`config.mk`:
```
export PLATFORM = sky130hd
export DESIGN_NAME = smc_rd_strobe_lite
export DESIGN_NICKNAME = d
export VERILOG_FILES = /design/src/rtl/smc_rd_strobe_lite.sv
export SDC_FILE = /design/constraint.sdc
export NUM_CORES = 1
export LEC_CHECK = 0
export CORE_MARGIN = 1.5
export CORE_UTILIZATION = 35
export CTS_CLUSTER_DIAMETER = 30
export DETAILED_ROUTE_END_ITERATION = 6
export GPL_ROUTABILITY_DRIVEN = 0
export PLACE_DENSITY = 0.63
export REMOVE_ABC_BUFFERS = 1
export SYNTH_ARGS = -nofsm -noshare
export SYNTH_HDL_FRONTEND = slang
export SYNTH_SLANG_ARGS = --single-unit
```
`constraint.sdc`:
```
create_clock -name hclk -period 2.4 [get_ports hclk]
set_input_delay 0.48 -clock hclk [delete_from_list [all_inputs] [get_ports hclk]]
set_output_delay 0.48 -clock hclk [all_outputs]
set_load 0.01 [all_outputs]
```
`src/rtl/smc_rd_strobe_lite.sv`:
```
// smc_rd_strobe_lite: read strobe sequencer and lane-masked data capture for the lite SMC
// Ports:
//   hclk, sys_reset             clock, asynchronous active-high reset
//   rd_req, rd_be               read request pulse and byte lanes (sampled at accept)
//   r_oe_dly, r_wait_rd, r_turn setup, extra strobe and turnaround cycles (sampled at accept)
//   smc_data_in                 external data bus
//   smc_n_rd, smc_n_oe, smc_n_be active-low chip strobe, output enable, byte lanes
//   rd_data, rd_valid, rd_busy  captured data, one-cycle update pulse, FSM not idle
module smc_rd_strobe_lite #(
  parameter int DW   = 32,
  parameter int WS_W = 4
) (
  input  logic            hclk,
  input  logic            sys_reset,
  input  logic            rd_req,
  input  logic [3:0]      rd_be,
  input  logic [WS_W-1:0] r_oe_dly,
  input  logic [WS_W-1:0] r_wait_rd,
  input  logic [1:0]      r_turn,
  input  logic [DW-1:0]   smc_data_in,
  output logic            smc_n_rd,
  output logic            smc_n_oe,
  output logic [3:0]      smc_n_be,
  output logic [DW-1:0]   rd_data,
  output logic            rd_valid,
  output logic            rd_busy
);
  localparam int L = DW / 4;
  typedef enum logic [1:0] {IDLE, SETUP, STROBE, TURN} state_t;
  state_t          state_q, state_d;
  logic [WS_W-1:0] cnt_q, cnt_d, wait_q, wait_d;
  logic [1:0]      turn_q, turn_d;
  logic [3:0]      be_q, be_d;
  logic [DW-1:0]   mask;
  logic            last, active_d;
  // last strobe cycle: data is sampled on the edge that ends it
  assign last     = state_q == STROBE && cnt_q == '0;
  assign active_d = state_d == SETUP || state_d == STROBE;
  always_comb begin
    mask = '0;
    for (int i = 0; i < 4; i++) mask[i*L +: L] = {L{be_q[i]}};
  end
  // counters only load and count down to zero, so maximum settings never wrap
  always_comb begin
    state_d = state_q;
    cnt_d   = cnt_q;
    wait_d  = wait_q;
    turn_d  = turn_q;
    be_d    = be_q;
    if (state_q == IDLE && rd_req) begin
      be_d    = rd_be;
      wait_d  = r_wait_rd;
      turn_d  = r_turn;
      state_d = r_oe_dly != '0 ? SETUP : STROBE;
      cnt_d   = r_oe_dly != '0 ? r_oe_dly - WS_W'(1) : r_wait_rd;
    end else if (state_q == SETUP) begin
      state_d = cnt_q == '0 ? STROBE : SETUP;
      cnt_d   = cnt_q == '0 ? wait_q : cnt_q - WS_W'(1);
    end else if (state_q == STROBE) begin
      state_d = !last ? STROBE : turn_q != '0 ? TURN : IDLE;
      cnt_d   = !last ? cnt_q - WS_W'(1) : turn_q != '0 ? WS_W'(turn_q - 2'd1) : '0;
    end else if (state_q == TURN) begin
      state_d = cnt_q == '0 ? IDLE : TURN;
      cnt_d   = cnt_q == '0 ? '0 : cnt_q - WS_W'(1);
    end
  end
  // strobes are decoded from the next state and registered, so they are glitch-free
  always_ff @(posedge hclk or posedge sys_reset) begin
    if (sys_reset) begin
      state_q  <= IDLE;
      cnt_q    <= '0;
      wait_q   <= '0;
      turn_q   <= '0;
      be_q     <= '0;
      smc_n_rd <= 1'b1;
      smc_n_oe <= 1'b1;
      smc_n_be <= 4'hF;
      rd_data  <= '0;
      rd_valid <= 1'b0;
      rd_busy  <= 1'b0;
    end else begin
      state_q  <= state_d;
      cnt_q    <= cnt_d;
      wait_q   <= wait_d;
      turn_q   <= turn_d;
      be_q     <= be_d;
      smc_n_rd <= !active_d;
      smc_n_oe <= state_d != STROBE;
      smc_n_be <= active_d ? ~be_d : 4'hF;
      rd_data  <= last ? smc_data_in & mask : rd_data;
      rd_valid <= last;
      rd_busy  <= state_d != IDLE;
    end
  end
endmodule
```
==> results.py <==
metrics = {
    "synthesis": {
        "synth-edff-count": 0,
        "netlist_instances": 247,
        "synth-seq-cells": 56,
        "syn_area_per_cell_um2": 10.3,
        "netlist_area_um2": 2550,
        "async_reset_ff_share_pct": 100,
        "yosys_warnings": 0,
        "ys_types": 37,
        "synth_top_flop_cell": "dfrtp_1",
        "yosysSeqAreaShare_pct": 55.3,
    },
    "power": {
        "power.leakage_uw": 0.00158,
        "power_uw": 3970,
        "ir_worst_vdd_mv": 0.427,
        "powerDensity_nw_per_um2": 1080,
    },
    "grt": {
        "overflow": 0,
        "grt_pass1_vias": 1863,
        "grtUsageTotal_pct": 14.3,
        "grt_max_degree": 66,
        "antenna_found_initial": 0,
        "grt_pass1_wl_um": 8590,
    },
    "status": {
        "outcome": "completed",
    },
    "clock_tree": {
        "cts_buffer_depth": 2,
        "cts.sinks": 56,
        "clk_pin_slew_worst_paths_ps": 100,
        "ctsHtreeMaxLevel": 2,
        "insertion_delay_ps": 310,
        "clock-root-buffer": "clkbuf_8",
        "cts-resized-gates": 0,
        "cts_tree": "done",
        "cts_setup_buffers": 0,
        "cts_buffers": 5,
        "ctsHoldBuffers": 0,
    },
    "worst_setup_path": {
        "start_kind": "input pin",
        "crit_start": "r_oe_dly[1]",
        "path_class": "in2reg",
        "reg2reg_from": "cnt_q[0]",
        "cp.arrival_ps": 2450,
        "worst-path-max-fanout": 5,
        "critPathCaptureType": "register",
        "critPathRequiredTime_ps": 2650,
    },
    "final_layout": {
        "final_util_pct": 53.1,
        "diodes": 0,
        "syn_to_final_growth_pct": 44.0,
        "instances_no_fill": 438,
        "drive_above_1_share_pct": 17.5,
        "nets": 395,
    },
    "placement": {
        "dp_hpwl_um": 3820,
        "port_buffers": 88,
        "dpl.cell_count": 430,
    },
    "detailed_routing": {
        "first_iter_violations": 87,
        "route.detailed.drc": 0,
        "viasPerCell": 4.47,
        "first_pass_iters": 4,
        "wl_um": 5240,
        "wl_per_cell_um": 12.0,
        "antenna_left": 0,
        "vias": 1957,
    },
    "die": {
        "die_x_um": 88.3,
        "rows": 30,
        "core_um2": 6910,
        "ioPinCount": 89,
        "die_h_um": 88.3,
        "dieArea_um2": 7800,
        "initial_core_util_pct": 36.9,
    },
    "sta": {
        "hold_viol": 0,
        "slew_viol_final": 0,
        "fin_skew_ps": 4.61,
        "max_slew.worst_pin.slew_ps": 727,
        "rsz0062_at_grt": "false",
        "fmax_mhz": 454,
        "period_share_pct": 91.8,
        "finalCriticalPeriod_ps": 2200,
        "final-setup-viol-count": 0,
        "slew_headroom_pct": 51.6,
    },
    "run": {
        "drv_cap": 0,
    },
    "hold_path": {
        "min_path_type": "reg2reg",
        "hold_start": "rd_data[6]",
    },
}
## state kept, by name, summed over array words and instances (netlist names)
name and flops:
turn_q 2, wait_q 4, rd_valid 1, cnt_q 4
state_q 2, rd_data 32, smc_n_oe 1, be_q 4
rd_busy 1, smc_n_be 4, smc_n_rd 1
## report_power, final
| part | internal, µW | switching (µW) | total (µW) |
|---|---|---|---|
| registers | 1370 | 308 | 1680 |
| logic | 957 | 719 | 1680 |
| clock network | 309 | 304 | 613 |
## cell type report
type	count	area, µm²
Fill cell	669	3240
Clock buffer	5	68.8
Inverter	11	41.3
Timing Repair Buffer	101	991
Sequential cell	56	1410
Clock inverter	3	42.5
Multi-Input combinational cell	166	995
Tap cell	96	120
## cell usage in the layout (no fill, tap or decap), drive strengths merged, types with 2 or more instances in the layout
cell,count
a21oi,5
a31oi,2
buf,13
clkbuf,5
clkdlybuf4s50,88
dfrtp,50
dfstp,6
ha,5
inv,11
mux2,11
nand2,72
nand2b,4
nor2,6
nor3,2
nor3b,2
o211ai,4
o21ai,35
o311a,2
or3,2
## worst max-delay path, stage by stage
cell	delay (ps)
clkdlybuf4s50_1	430
inv_1	90
ha_1	160
nor3b_1	360
a21boi_0	200
o211ai_1	250
ha_1	320
nand2b_1	170
## synthesized netlist by cell type, types with 2 or more instances
library cell,count,area (µm²)
a21oi_1,5,25.0
a31oi_1,2,12.5
buf_6,6,67.6
clkbuf_1,7,26.3
dfrtp_1,50,1250
dfstp_2,6,158
ha_1,5,62.6
inv_1,11,41.3
mux2_2,11,124
nand2_1,72,270
nand2b_1,4,25.0
nor2_1,5,18.8
nor3_1,2,10.0
nor3b_1,2,15.0
o211ai_1,4,30.0
o21ai_0,3,15.0
o21ai_1,15,75.1
o21ai_2,17,149
o311a_1,2,20.0
## stage by stage
step                hold WS (ps)  cell area [µm²]  TNS [ps]  setup WS (ps)
floorplan                    481             2440         0            340
global placement             461             3560      -275          -69.9
detailed placement           464             3560      -550           -157
CTS                          488             3670         0            170
global route                 502             3670         0           58.9
finish                       482             3670         0            197
## path summary, 6_finish.rpt
path / to / slack [ps] / cells after the start
worst max register to register: rd_data[29] / 250 / 6
min in group asynchronous: rd_data[20] / 530 / 3
worst min register to register: rd_data[6] / 480 / 2
worst max-delay path: smc_n_be[0] / 200 / 8
max in group asynchronous: smc_n_rd / 1570 / 3
worst min-delay path: rd_data[6] / 480 / 2
## kinds of logic (layout without fill, tap and decap cells)
kind of cell               after synthesis  after routing  synth area share [%]
and+or+nand+nor                         94             94                  16.2
AOI/OAI and AO/OA                       56             56                  15.5
DFF                                     56             56                  55.3
buffers and inverters                   25            120                  5.60
muxes                                   11             11                  4.86
adders and majority gates                5              5                  2.46
## per-layer routing
layer	vias to the layer above	wire length (µm)	track usage [%]
li1	1015	-	-
met1	883	2400	17.9
met2	54	2440	24.1
met3	5	315	4.01
met4	0	72	4.69
met5	-	0	0
No activity file was read; power rests on OpenSTA's default activity.
